===== config.mk =====
export PLATFORM = sky130hd
export DESIGN_NAME = alien_fleet_controller
export DESIGN_NICKNAME = d
export VERILOG_FILES = /design/src/rtl/space_invaders_pkg.sv /design/src/rtl/fleet_lfsr.sv /design/src/rtl/alien_fleet_controller.sv
export SDC_FILE = /design/constraint.sdc
export NUM_CORES = 1
export LEC_CHECK = 0
export ABC_AREA = 1
export ABC_CLOCK_PERIOD_IN_PS = 7900
export BUFFER_PORTS_ARGS = -buffer_cell sky130_fd_sc_hd__buf_2
export CAP_MARGIN = 30
export CORE_MARGIN = 2
export CORE_UTILIZATION = 45
export CTS_BUF_LIST = sky130_fd_sc_hd__clkbuf_8
export DETAILED_ROUTE_END_ITERATION = 12
export PLACE_DENSITY = 0.71
export SYNTH_ARGS = -nofsm -noshare
export SYNTH_HDL_FRONTEND = slang
export SYNTH_HIERARCHICAL = 1
export SYNTH_SLANG_ARGS = --single-unit

===== constraint.sdc =====
create_clock -name clk -period 7.9 [get_ports clk]
set_input_delay 0.395 -clock clk [delete_from_list [all_inputs] [get_ports clk]]
set_output_delay 0.395 -clock clk [all_outputs]
set_load 0.02 [all_outputs]

===== src/rtl/space_invaders_pkg.sv =====
// Shared constants and types for the space-invaders datapath: fleet state
// encoding, alien-slot geometry, fire-interval floor, game modes and screen edges.
// Latency: n/a (package). Backpressure: n/a.
package space_invaders_pkg;

    // Alien slots on the packed shoot-timer bus and bits per slot.
    localparam int NUM_ALIENS = 12;
    localparam int TIMER_W    = 12;

    // Shortest fire interval, in frames.
    localparam logic [TIMER_W-1:0] MIN_SHOOT = 12'd120;

    // Fleet state encoding.
    localparam logic [2:0] FLEET_IDLE   = 3'd0;
    localparam logic [2:0] FLEET_LOAD   = 3'd1;
    localparam logic [2:0] FLEET_RIGHT  = 3'd2;
    localparam logic [2:0] FLEET_DOWN_R = 3'd3;
    localparam logic [2:0] FLEET_LEFT   = 3'd4;
    localparam logic [2:0] FLEET_DOWN_L = 3'd5;

    typedef enum logic [2:0] {
        ST_IDLE   = FLEET_IDLE,
        ST_LOAD   = FLEET_LOAD,
        ST_RIGHT  = FLEET_RIGHT,
        ST_DOWN_R = FLEET_DOWN_R,
        ST_LEFT   = FLEET_LEFT,
        ST_DOWN_L = FLEET_DOWN_L
    } fleet_state_e;

    // Game modes: 0/1 not playing, 2 playing, 3 frozen.
    localparam logic [1:0] MODE_PLAY   = 2'd2;
    localparam logic [1:0] MODE_FROZEN = 2'd3;

    // Screen-edge constants shared with the aliens block.
    localparam logic [9:0] SCREEN_LEFT_EDGE  = 10'd16;
    localparam logic [9:0] SCREEN_RIGHT_EDGE = 10'd624;
    localparam logic [9:0] SCREEN_BOTTOM     = 10'd400;

endpackage


===== src/rtl/fleet_lfsr.sv =====
// 16-bit Fibonacci LFSR (x^16+x^14+x^13+x^11+1), free-running on every clk.
// Latency: new value each clk. Backpressure: none, never stalls.
// Ports: clk, rst (async active-high, loads SEED), lfsr (current register value).
module fleet_lfsr #(
    parameter logic [15:0] SEED = 16'hACE1
) (
    input  logic        clk,
    input  logic        rst,
    output logic [15:0] lfsr
);

    logic [15:0] lfsr_q;
    logic [15:0] lfsr_d;
    logic        fb;

    // Taps 16,14,13,11 map to bits 15,13,12,10. The all-zero guard only
    // matters if the register were ever corrupted; a maximal LFSR started
    // from a non-zero seed never reaches zero on its own.
    assign fb     = lfsr_q[15] ^ lfsr_q[13] ^ lfsr_q[12] ^ lfsr_q[10]
                  ^ (lfsr_q == 16'h0000);
    assign lfsr_d = {lfsr_q[14:0], fb};

    always_ff @(posedge clk or posedge rst) begin
        if (rst) begin
            lfsr_q <= SEED;
        end else begin
            lfsr_q <= lfsr_d;
        end
    end

    assign lfsr = lfsr_q;

endmodule


===== src/rtl/alien_fleet_controller.sv =====
// Fleet march scheduler (right/down/left/down) and per-alien fire-interval loader.
// Latency: frame tick 1 clk after frame start; moves are Moore, 1 clk after the decision.
// Backpressure: none; mode 3 freezes march state and slots, LFSR keeps running.
// Ports: clk, rst (async active-high); mode, xCoord, yCoord, edge_any in;
// move_left/right/down, shoot_timer (slot i at [12i+11:12i]), drop_count out.
module alien_fleet_controller #(
    parameter int                   NUM_ALIENS   = space_invaders_pkg::NUM_ALIENS,
    parameter int                   TIMER_W      = space_invaders_pkg::TIMER_W,
    parameter logic [TIMER_W-1:0]   MIN_SHOOT    = space_invaders_pkg::MIN_SHOOT,
    parameter logic [8:0]           DOWN_TIMEOUT = 9'd210,
    parameter logic [15:0]          LFSR_SEED    = 16'hACE1
) (
    input  logic                          clk,
    input  logic                          rst,
    input  logic [1:0]                    mode,
    input  logic [9:0]                    xCoord,
    input  logic [9:0]                    yCoord,
    input  logic                          edge_any,
    output logic                          move_left,
    output logic                          move_right,
    output logic                          move_down,
    output logic [NUM_ALIENS*TIMER_W-1:0] shoot_timer,
    output logic [3:0]                    drop_count
);

    import space_invaders_pkg::*;

    localparam logic [3:0] LAST_SLOT = 4'(NUM_ALIENS - 1);

    fleet_state_e state_q, state_d;

    logic         frame_cond;
    logic         frame_cond_q;
    logic         frame_tick_q;

    logic [3:0]   load_idx_q, load_idx_d;
    logic [3:0]   refresh_idx_q, refresh_idx_d;
    logic [8:0]   down_cnt_q, down_cnt_d;
    logic [8:0]   down_cnt_inc;
    logic [3:0]   drop_cnt_q, drop_cnt_d;

    logic [TIMER_W-1:0] slot_q [NUM_ALIENS];
    logic               slot_we;
    logic [3:0]         slot_widx;
    logic [TIMER_W-1:0] slot_val;
    logic               down_entry;

    logic [15:0]  lfsr_w;
    logic         unused_lfsr_hi;

    fleet_lfsr #(
        .SEED (LFSR_SEED)
    ) u_lfsr (
        .clk  (clk),
        .rst  (rst),
        .lfsr (lfsr_w)
    );

    // Only the low nine bits feed the interval; the rest just keep the sequence long.
    assign unused_lfsr_hi = ^lfsr_w[15:9];
    assign slot_val       = MIN_SHOOT + TIMER_W'(lfsr_w[8:0]);

    assign frame_cond = (xCoord == 10'd0) && (yCoord == 10'd0);

    // The down counter stops at all-ones instead of wrapping.
    assign down_cnt_inc = (down_cnt_q == 9'h1FF) ? down_cnt_q : down_cnt_q + 9'd1;

    always_comb begin
        state_d       = state_q;
        load_idx_d    = load_idx_q;
        refresh_idx_d = refresh_idx_q;
        down_cnt_d    = down_cnt_q;
        drop_cnt_d    = drop_cnt_q;
        slot_we       = 1'b0;
        slot_widx     = load_idx_q;
        down_entry    = 1'b0;

        if (mode == MODE_PLAY) begin
            case (state_q)
                ST_IDLE: begin
                    state_d    = ST_LOAD;
                    load_idx_d = 4'd0;
                end
                // One slot per clk, independent of frame timing.
                ST_LOAD: begin
                    slot_we   = 1'b1;
                    slot_widx = load_idx_q;
                    if (load_idx_q == LAST_SLOT) begin
                        state_d    = ST_RIGHT;
                        load_idx_d = 4'd0;
                    end else begin
                        load_idx_d = load_idx_q + 4'd1;
                    end
                end
                ST_RIGHT: begin
                    if (frame_tick_q && edge_any) begin
                        state_d    = ST_DOWN_R;
                        down_entry = 1'b1;
                    end
                end
                ST_DOWN_R: begin
                    if (frame_tick_q) begin
                        down_cnt_d = down_cnt_inc;
                        if (!edge_any || (down_cnt_inc >= DOWN_TIMEOUT)) begin
                            state_d = ST_LEFT;
                        end
                    end
                end
                ST_LEFT: begin
                    if (frame_tick_q && edge_any) begin
                        state_d    = ST_DOWN_L;
                        down_entry = 1'b1;
                    end
                end
                ST_DOWN_L: begin
                    if (frame_tick_q) begin
                        down_cnt_d = down_cnt_inc;
                        if (!edge_any || (down_cnt_inc >= DOWN_TIMEOUT)) begin
                            state_d = ST_RIGHT;
                        end
                    end
                end
                default: begin
                    state_d = ST_IDLE;
                end
            endcase

            // Entering a drop reloads exactly one slot and advances the refresh pointer.
            if (down_entry) begin
                slot_we       = 1'b1;
                slot_widx     = refresh_idx_q;
                refresh_idx_d = (refresh_idx_q == LAST_SLOT) ? 4'd0 : refresh_idx_q + 4'd1;
                down_cnt_d    = 9'd0;
                drop_cnt_d    = (drop_cnt_q == 4'hF) ? drop_cnt_q : drop_cnt_q + 4'd1;
            end
        end else if (mode != MODE_FROZEN) begin
            // Not playing: abandon the march immediately, even mid-drop.
            state_d       = ST_IDLE;
            load_idx_d    = 4'd0;
            refresh_idx_d = 4'd0;
            down_cnt_d    = 9'd0;
            drop_cnt_d    = 4'd0;
        end
    end

    always_ff @(posedge clk or posedge rst) begin
        if (rst) begin
            state_q       <= ST_IDLE;
            frame_cond_q  <= 1'b0;
            frame_tick_q  <= 1'b0;
            load_idx_q    <= 4'd0;
            refresh_idx_q <= 4'd0;
            down_cnt_q    <= 9'd0;
            drop_cnt_q    <= 4'd0;
            for (int i = 0; i < NUM_ALIENS; i++) begin
                slot_q[i] <= MIN_SHOOT;
            end
        end else begin
            state_q       <= state_d;
            frame_cond_q  <= frame_cond;
            // Rising-edge detect: one pulse per frame however long (0,0) persists.
            frame_tick_q  <= frame_cond & ~frame_cond_q;
            load_idx_q    <= load_idx_d;
            refresh_idx_q <= refresh_idx_d;
            down_cnt_q    <= down_cnt_d;
            drop_cnt_q    <= drop_cnt_d;
            if (slot_we) begin
                slot_q[slot_widx] <= slot_val;
            end
        end
    end

    always_comb begin
        shoot_timer = '0;
        for (int i = 0; i < NUM_ALIENS; i++) begin
            shoot_timer[i*TIMER_W +: TIMER_W] = slot_q[i];
        end
    end

    assign move_right = (state_q == ST_RIGHT);
    assign move_left  = (state_q == ST_LEFT);
    assign move_down  = (state_q == ST_DOWN_R) || (state_q == ST_DOWN_L);
    assign drop_count = drop_cnt_q;

endmodule


# Word level (Yosys, flattened, before mapping)
# Cells that the tools add are included.
# op_classes
n_addsub	5
order_cmp	3
n_eq_ne	23
n_mux	37
bitwise	7
reduce_logical	18
# op_table
op	count
bitwise mux 144 bit	1
two-way mux 9 bit	6
demux 12 bit (select 4 bit)	1
two-way mux 4 bit	11
two-way mux 3 bit	9
zero test 10 bit	2
case mux 3 bit (6 select lines)	1
zero test 16 bit	1
inequality test 3 bit, second input constant	5
adder 4 x 1 -> 4 bit, second input constant	3
equality test 4 bit, second input constant	3
two-way mux 12 bit	1
inequality test 3 x 2 -> 1 bit, second input constant	4
adder 7 x 9 -> 10 bit, first input constant	1
adder 9 x 1 -> 9 bit, second input constant	1
equality test 9 bit, second input constant	1
greater-or-equal comparator 9 x 8 -> 1 bit, second input constant	1
case mux 4 bit (2 select lines)	1
AND reduction 8 bit	1
equality test 3 x 2 -> 1 bit, second input constant	2
equality test 3 bit, second input constant	2
two-way mux 1 bit	6
AND reduction 3 bit	2
greater-or-equal comparator 5 bit, second input constant	1
17 further kinds	26
# word_totals
reg_bits	186
inputBits	25
word_cells	113

# Logic depth before layout (Yosys ltp)
# Gate-level depths: netlist of the first run.
# depth
ltp_word	12
depth_mapped	15

# By module
# The synthesis of the first run kept the hierarchy.
# modules_own_cells
mod	instances	cells_per_inst	area_per_inst_um2	seq_area_each_um2
alien_fleet_controller	1	672	6328.6	3713.6
fleet_lfsr	1	47	539.3	410.4

# Worst setup path after synthesis of the first run
# No wires, ideal clock.
# synth_timing
path_type	reg2reg
start	register down_cnt_q[0]
end	register state_q[1]
setup_time_ps	117
t_arrival_ps	1702
required_time_ps	7783
path_slack_ps	6081
path_stages_with_launch	12
path_buffers	0
period_less_slack_ps	1819
path_cell_list	dfrtp_1 > ha_1 > nand2_1 > nor2_2 > nand3_1 > nand3_1 > xor2_1 > nand3_1 > nand2_1 > nand2_1 > nand2_1 > nand2_1
# synth_between
elab_chain_len	6
elab_cells_between_ends	8
# synth_rtl
item	line_no	source
start: declaration	alien_fleet_controller.sv:38	logic [8:0] down_cnt_q, down_cnt_d;
start signal: assignment	alien_fleet_controller.sv:165	down_cnt_q <= down_cnt_d;
adder 9 x 1 -> 9 bit / equality test 9 bit (equally long branches)	alien_fleet_controller.sv:66	assign down_cnt_inc = (down_cnt_q == 9'h1FF) ? down_cnt_q : down_cnt_q + 9'd1;
two-way mux 9 bit (*)	alien_fleet_controller.sv:66	
greater-or-equal comparator 9 x 8 -> 1 bit (*)	alien_fleet_controller.sv:104, alien_fleet_controller.sv:118	
logical OR 1 bit (*)	alien_fleet_controller.sv:104, alien_fleet_controller.sv:118	
inequality test 3 bit (no line)	-	
AND reduction 8 bit (no line) (*)	-	
end signal: assignment	alien_fleet_controller.sv:159	state_q <= state_d;
end: declaration	alien_fleet_controller.sv:30	fleet_state_e state_q, state_d;
# Mark *: on every way between the ends. The rest lies on a longest branch, timed or not.
# A chain may end at the register's enable or synchronous reset.

# Worst setup path in the final report of the first run
# layout_timing
start	register state_q[1]
end	register slot_q (netlist bit shoot_timer[14])
# layout_between
elab_chain_len	12
elab_cells_between_ends	18
# layout_rtl
item	line_no	source
equality test 3 bit / equality test 3 x 2 -> 1 bit (equally long branches)	alien_fleet_controller.sv:79	case (state_q)
OR reduction 2 bit (no line)	-	
two-way mux 1 bit	-	
two-way mux 1 bit	alien_fleet_controller.sv:78	if (mode == MODE_PLAY) begin
two-way mux 4 bit	alien_fleet_controller.sv:129	if (down_entry) begin
two-way mux 4 bit	alien_fleet_controller.sv:78	
NOT 4 -> 5 bit (implied by the code)	alien_fleet_controller.sv:168	slot_q[slot_widx] <= slot_val;
greater-or-equal comparator 5 bit (implied by the code) / less-than comparator 5 x 1 -> 1 bit (equally long branches)	alien_fleet_controller.sv:168	
logical AND 1 bit (implied by the code)	alien_fleet_controller.sv:168	
two-way mux 12 bit (implied by the code)	alien_fleet_controller.sv:168	
demux 12 bit (select 4 bit)	alien_fleet_controller.sv:168	
bitwise mux 144 bit	alien_fleet_controller.sv:168	
end signal: indexed assignment	alien_fleet_controller.sv:168	
end: declaration	alien_fleet_controller.sv:42	logic [TIMER_W-1:0] slot_q [NUM_ALIENS];
# Parallel ways exist; a longest one is shown, timed or not. The select of a mux whose other input is x is not followed.

==> impl_metrics.py, run 1 <==
metrics = {
    "status": {
        "run_status": "finished, final reports clean",
    },
    "route": {
        "routed-via-count": 5216,
        "initialDrtViolationCount": 292,
        "final_antenna_net_count": 0,
        "post_detailed_route_via_to_cell_ratio": 4.930,
        "detail_route.drc_violations": 0,
        "post_drt_wl_per_cell_um": 15.21,
        "drt_pre_antenna_iters": 4,
        "drt-total-wl_mm": 16.09,
    },
    "global_route": {
        "first_pass_grt_wire_length_mm": 25.63,
        "largest_net_degree_at_the_start_of_global_routing": 87,
        "global_route.peak_usage_layer": "met2",
        "groute.layer.met3.usage_pct": 5.779,
        "gr-usage-met2_pct": 31.24,
        "grt_use_met1_pct": 28.44,
        "grt_overflow_total": 0,
        "grt_usage_pct": 20.71,
        "grt_antenna_before_repair": 0,
        "grt_pass1_vias": 4757,
    },
    "place": {
        "dp_hpwl_mm": 11.00,
        "gp_routability_congestion": 0.7906,
        "placed_cells": 1026,
        "port_buffers": 151,
    },
    "cts": {
        "tritoncts": "yes",
        "postCtsSetupRepairBufs": 0,
        "root_buffer_cell": "sky130_fd_sc_hd__clkbuf_8",
        "tritoncts.num_buffers": 17,
        "htree_num_levels": 4,
        "clock_sinks": 162,
        "post_cts.resized_instances": 0,
        "clock_insertion_delay_worst_skew_ns": 0.45,
        "cts_buffer_depth": 2,
        "post_cts_hold_buffer_count": 0,
        "path_clk_slew_ns": 0.09,
    },
    "die": {
        "num_rows": 45,
        "pin_count": 176,
        "die_area_um2": 16270,
        "start_util_pct": 45.68,
        "fp.dieW_um": 127.5,
        "floorplan.core_area_um2": 15030,
        "floorplan.die.height_um": 127.5,
    },
    "critical_path": {
        "worst-path-buf-inv": 3,
        "slowest_stage": "sky130_fd_sc_hd__dfrtp_1",
        "timing.critical_path.slowest_cell_delay_ns": 0.46,
        "timing.critical_path.max_delay_family": "simple AND/OR/NAND/NOR gates",
        "critical_path_class": "reg -> reg",
        "worst_ep_arrival_time_ns": 2.71,
        "worstSetupStartpointType": "register",
        "cp-end-kind": "register",
        "series_of_cell_instances_along_the_critical_path": "inv_2, nand3_2, nand2_2, nand2_4, nor2_8, inv_4, o21ai_2, inv_2, nor2_2, nand2_1, nand2_1, o21ai_1",
        "cp.required_ns": 8.22,
        "critical_path.max_fanout": 20,
    },
    "power_and_ir_drop": {
        "power_density_nw_per_um2": 207.8,
        "worst_ir_drop_vdd_v": 0.00009491,
        "leakage_uw": 0.004053,
    },
    "synthesis": {
        "seq_area_frac_synth_pct": 60.05,
        "synthDominantAreaCellType": "sky130_fd_sc_hd__dfrtp_1",
        "synth.top_cells.by_count": "sky130_fd_sc_hd__nand2_1, sky130_fd_sc_hd__o21ai_1, sky130_fd_sc_hd__dfrtp_1, sky130_fd_sc_hd__dfstp_2, sky130_fd_sc_hd__inv_1",
        "synth_top_area_share_pct": 38.62,
        "synth_seq_cells": 162,
        "syn_avg_cell_area_um2": 9.552,
        "post-synth-top-count-cell": "sky130_fd_sc_hd__nand2_1",
        "syn-cell-area_um2": 6868,
        "count_of_flip_flops_with_a_built_in_enable_after_synthesis": 0,
        "synth_area_leaders": "sky130_fd_sc_hd__dfrtp_1, sky130_fd_sc_hd__dfstp_2, sky130_fd_sc_hd__nand2_1, sky130_fd_sc_hd__o21ai_1, sky130_fd_sc_hd__buf_4",
        "synthesis.yosys.warnings": 6,
        "synth-async-reset-ratio_pct": 100.0,
        "synthesis.instances": 719,
        "synth_cell_type_count": 41,
        "dominantRegCellSynth": "sky130_fd_sc_hd__dfrtp_1",
    },
    "sta": {
        "final_min_period_over_clock_period_pct": 30.23,
        "relSlewSlack_pct": 39.99,
        "finalCriticalPeriod_ns": 2.388,
        "summed_negative_setup_slack_over_all_endpoints_ns": 0,
        "final.setup_skew_ns": 0.01031,
        "report.final.slew_viol_count": 0,
        "timing.fmax_mhz": 418.8,
        "worst-slew-pin-transition_ns": 0.8938,
        "timing_hold_violations_final": 0,
        "rsz0062_at_grt": "no",
        "final_count_of_negative_setup_slack_endpoints": 0,
    },
    "worst_hold_path": {
        "worst_hold_path_type": "in -> async",
    },
    "run": {
        "timing.max_cap.violations": 0,
    },
    "cells_and_area": {
        "final_cell_count_no_fill": 1058,
        "area_delta_synth_final_pct": 16.91,
        "antenna_cells": 0,
        "finish.net_count": 887,
        "fraction_of_final_layout_cells_with_drive_strength_greater_than_1_pct": 31.26,
    },
}
## registers in the layout, indices dropped and copies added (netlist names)
| signal | cells |
|---|---|
| state_q | 3 |
| refresh_idx_q | 4 |
| drop_count | 4 |
| shoot_timer | 120 |
| u_lfsr/lfsr | 16 |
| frame_cond_q | 1 |
| down_cnt_q | 9 |
| load_idx_q | 4 |
| frame_tick_q | 1 |
## worst reg2reg max path: stages, from the launching register on
cell and delay (ns):
sky130_fd_sc_hd__dfrtp_1 0.46, sky130_fd_sc_hd__inv_2 0.12, sky130_fd_sc_hd__nand3_2 0.11, sky130_fd_sc_hd__nand2_2 0.12
sky130_fd_sc_hd__nand2_4 0.07, sky130_fd_sc_hd__nor2_8 0.14, sky130_fd_sc_hd__inv_4 0.06, sky130_fd_sc_hd__o21ai_2 0.16
sky130_fd_sc_hd__inv_2 0.08, sky130_fd_sc_hd__nor2_2 0.22, sky130_fd_sc_hd__nand2_1 0.44, sky130_fd_sc_hd__nand2_1 0.18
sky130_fd_sc_hd__o21ai_1 0.08
## cell usage in the layout (no fill, tap or decap), types with 4 or more instances in the layout
cell type                    Yosys  routed
sky130_fd_sc_hd__a21oi_1         6       6
sky130_fd_sc_hd__buf_2          15     151
sky130_fd_sc_hd__buf_4          29       4
sky130_fd_sc_hd__clkbuf_8        0      18
sky130_fd_sc_hd__clkinvlp_4      0       4
sky130_fd_sc_hd__conb_1          1      24
sky130_fd_sc_hd__dfrtp_1       106     106
sky130_fd_sc_hd__dfstp_2        56      56
sky130_fd_sc_hd__ha_1            5       5
sky130_fd_sc_hd__inv_1          42      41
sky130_fd_sc_hd__inv_2           5       5
sky130_fd_sc_hd__nand2_1       193     193
sky130_fd_sc_hd__nand2_2         5       5
sky130_fd_sc_hd__nand3_1        18      18
sky130_fd_sc_hd__nand4_1         5       5
sky130_fd_sc_hd__nor2_1         31      31
sky130_fd_sc_hd__nor2_2          4       4
sky130_fd_sc_hd__nor2_4          4       4
sky130_fd_sc_hd__nor4_1          5       5
sky130_fd_sc_hd__o21ai_0        12      12
sky130_fd_sc_hd__o21ai_1       122     122
sky130_fd_sc_hd__xnor2_1         4       4
sky130_fd_sc_hd__xor2_1          8       8
## final cells by class
type / instances / area (um^2)
fillers: 1402 / 7004
flip-flops and latches: 162 / 4124
multi-input cells: 473 / 2268
repair buffers: 155 / 785.8
clock buffers: 18 / 247.7
well taps: 188 / 235.2
inverters: 48 / 187.7
clock inverters: 14 / 180.2
## routing by layer
layer  vias up  routed length [um]
li1       2582                   -
met1      2454                7148
met2       158                7602
met3        22                1067
met4         0                 270
met5         -                   0
## where the power goes
group          leakage, uW  internal [uW]  total (uW)  switching [uW]
clock network     0.000204            325         644             319
logic              0.00182           41.5         143             101
registers          0.00203            865         882            17.0
## stage by stage
| stage | instance area, um^2 | hold slack (ns) | util, % | setup slack (ns) | power [uW] |
|---|---|---|---|---|---|
| after floorplan | 6954 | 0.3030 | - | 3.661 | 1002 |
| after global placement | 7601 | 0.3585 | 50.56 | 5.478 | 1039 |
| after detailed placement | 7601 | 0.3620 | 50.56 | 5.429 | 1042 |
| after CTS | 8029 | 0.04715 | 53.41 | 5.519 | 1684 |
| after global routing | 8029 | 0.06376 | 53.41 | 5.221 | 1742 |
| final | 8029 | 0.04346 | 53.41 | 5.512 | 1669 |
## cells by family after synthesis
logic type,share of synthesized area [%]
xor+xnor,1.530
fa+ha+maj,0.9109
other cells,0.05460
compound gates,11.90
simple gates,17.38
buf+inv,8.180
flops,60.05
## worst paths after layout
check / startpoint / to / slack, ns / cells past startpoint
min in group clk: mode[1] / drop_count[3] / 0.21 / 3
min: rst / u_lfsr/lfsr[14] / 0.04 / 2
max reg2reg: state_q[1] / shoot_timer[14] / 5.51 / 12
max: state_q[1] / shoot_timer[14] / 5.51 / 12
min reg2reg: u_lfsr/lfsr[9] / u_lfsr/lfsr[10] / 0.38 / 0
max in group asynchronous: rst / shoot_timer[92] / 6.58 / 3
Power figures use the tool's default switching activity.
==> run 2, diff against run 1 <==
- ABC_CLOCK_PERIOD_IN_PS: 7900 -> 2350
- clock period: 7.9 -> 2.35 ns (I/O delays scaled with it)
==> impl_metrics.py, run 2 (synthesis gave the netlist of run 1 again) <==
metrics = {
    "die": {
        "floorplan.die.height_um": 127.5,
        "floorplan.core_area_um2": 15030,
        "num_rows": 45,
        "start_util_pct": 45.68,
        "die_area_um2": 16270,
        "fp.dieW_um": 127.5,
        "pin_count": 176,
    },
    "critical_path": {
        "series_of_cell_instances_along_the_critical_path": "inv_1, nand3_2, nand2_2, nand2_4, nor2_8, inv_4, o21ai_2, inv_2, nor2_4, nand2_2, nand2_1, o21ai_1",
        "cp.required_ns": 2.67,
        "worstSetupStartpointType": "register",
        "regToRegEndpoint": "shoot_timer[108]",
        "cp-end-kind": "register",
        "cell_with_the_most_instances_on_the_worst_path": "sky130_fd_sc_hd__nand2_2",
        "critical_path.max_fanout": 20,
        "reg2reg_setup_slack_ns": 0.23,
        "reg2regPathDepth": 12,
        "slowest_stage": "sky130_fd_sc_hd__dfrtp_1",
        "rr_startpoint": "state_q[0]",
        "timing.critical_path.slowest_cell_delay_ns": 0.45,
        "critical_path_class": "reg -> reg",
        "worst_ep_arrival_time_ns": 2.44,
    },
    "power_and_ir_drop": {
        "worst_ir_drop_vdd_v": 0.0003033,
        "leakage_uw": 0.004157,
        "power_density_nw_per_um2": 696.9,
    },
    "worst_hold_path": {
        "worst_hold_path_type": "in -> reg",
        "hold_end": "drop_count[1]",
        "whs_path_depth": 4,
        "hp-start": "mode[0]",
    },
    "cts": {
        "clock_sinks": 162,
        "tritoncts.num_buffers": 17,
        "root_buffer_cell": "sky130_fd_sc_hd__clkbuf_8",
        "post_cts.resized_instances": 0,
        "postCtsSetupRepairBufs": 0,
        "path_clk_slew_ns": 0.09,
        "cts_buffer_depth": 2,
        "tritoncts": "yes",
        "clock_insertion_delay_worst_skew_ns": 0.46,
        "post_cts_hold_buffer_count": 5,
        "htree_num_levels": 4,
    },
    "cells_and_area": {
        "antenna_cells": 0,
        "finish.instance_area_um2": 8227,
        "fraction_of_final_layout_cells_with_drive_strength_greater_than_1_pct": 31.98,
        "final_common_cell": "sky130_fd_sc_hd__nand2_1",
        "finish.net_count": 905,
        "fill_cells": 1371,
        "largest_register_ff_count": 120,
        "final_cell_mix": "sky130_fd_sc_hd__nand2_1, sky130_fd_sc_hd__buf_2, sky130_fd_sc_hd__o21ai_1",
        "area_delta_synth_final_pct": 19.79,
        "final_core_utilization_pct": 54.72,
    },
    "sta": {
        "rsz0062_at_grt": "no",
        "finalWorstSetupSlack_ns": 0.2330,
        "finalCriticalPeriod_ns": 2.117,
        "worst-slew-pin-transition_ns": 0.7908,
        "timing.fmax_mhz": 472.4,
        "hold_slack_ns": 0.08000,
        "timing_hold_violations_final": 0,
        "relSlewSlack_pct": 46.83,
        "report.final.slew_viol_count": 0,
        "final_count_of_negative_setup_slack_endpoints": 0,
        "final_min_period_over_clock_period_pct": 90.08,
        "summed_negative_setup_slack_over_all_endpoints_ns": 0,
        "final.setup_skew_ns": 0.01289,
    },
    "route": {
        "initialDrtViolationCount": 347,
        "final_antenna_net_count": 0,
        "drt_pre_antenna_iters": 4,
        "post_detailed_route_via_to_cell_ratio": 4.928,
        "detail_route.drc_violations": 0,
        "post_drt_wl_per_cell_um": 14.77,
        "routed-via-count": 5303,
        "drt-total-wl_mm": 15.89,
    },
    "global_route": {
        "first_pass_grt_wire_length_mm": 24.99,
        "grt_overflow_total": 0,
        "grt_antenna_before_repair": 0,
        "largest_net_degree_at_the_start_of_global_routing": 86,
        "grt_usage_pct": 20.08,
        "grt_pass1_vias": 4662,
    },
    "status": {
        "run_status": "finished, final reports clean",
    },
    "place": {
        "place_worst_setup_slack_ns": 0.2716,
        "dp_hpwl_mm": 10.74,
        "port_buffers": 151,
        "gp_routability_congestion": 0.8523,
        "placed_area_um2": 7722,
    },
    "run": {
        "timing.max_cap.violations": 0,
    },
}
[run 2: changes by cell type in the layout (fill, tap and decap cells not counted)]
| cell | before | now |
|---|---|---|
| sky130_fd_sc_hd__buf_4 | 4 | 15 |
| sky130_fd_sc_hd__clkinvlp_4 | 4 | 3 |
| sky130_fd_sc_hd__bufinv_16 | 3 | 4 |
| sky130_fd_sc_hd__inv_8 | 1 | 0 |
| sky130_fd_sc_hd__clkbuf_8 | 18 | 20 |
| sky130_fd_sc_hd__buf_12 | 0 | 2 |
| sky130_fd_sc_hd__inv_1 | 41 | 42 |
| sky130_fd_sc_hd__dlygate4sd3_1 | 0 | 5 |
| sky130_fd_sc_hd__inv_6 | 3 | 1 |
[run 2: critical path: cells and delay by family, from the launching register on]
kind	cells	cell delay [ns]
simple gates	7	1.03
flops	1	0.45
buf+inv	3	0.27
compound gates	2	0.22
[run 2: power breakdown]
part           leakage (uW)  switching (uW)  total [uW]  internal [uW]
Sequential          0.00203            60.5        2970           2910
Clock              0.000227            1030        2280           1250
Combinational       0.00190             338         489            150
[run 2: area by class of cell]
type	count	area [um^2]	area share (%)
inverters	48	186.4	2.266
repair buffers	173	958.4	11.65
clock buffers	20	275.3	3.346
flip-flops and latches	162	4124	50.13
well taps	188	235.2	2.859
multi-input cells	473	2268	27.57
clock inverters	12	178.9	2.175
[run 2: how the worst max path moves through the flow]
| stage | startpoint | end | slack, ns |
|---|---|---|---|
| 6_report | state_q[0] | shoot_timer[108] | 0.23 |
| 5_1_grt | state_q[0] | shoot_timer[121] | 0.09 |
| 4_1_cts | state_q[0] | shoot_timer[108] | 0.26 |
| 3_5_place_dp | state_q[0] | shoot_timer[108] | 0.27 |
| 3_3_place_gp | state_q[0] | shoot_timer[109] | 0.34 |
| 2_1_floorplan | rst | down_cnt_q[0] | 0.44 |
[run 2: stage by stage]
stage	instances	total power, uW
3_5_place_dp	1039	3510
2_1_floorplan	742	3369
6_report	1076	5733
3_3_place_gp	1039	3503
5_1_grt	1076	5955
4_1_cts	1076	5787
[run 2: per-layer routing]
layer  GRT usage (%)  vias to the layer above  part of all wire [%]
li1                -                     2611                     -
met1           28.25                     2528                    46
met2           30.36                      143                    47
met3           5.444                       21                   6.1
met4           6.723                        0                   1.5
met5               0                        -                     0
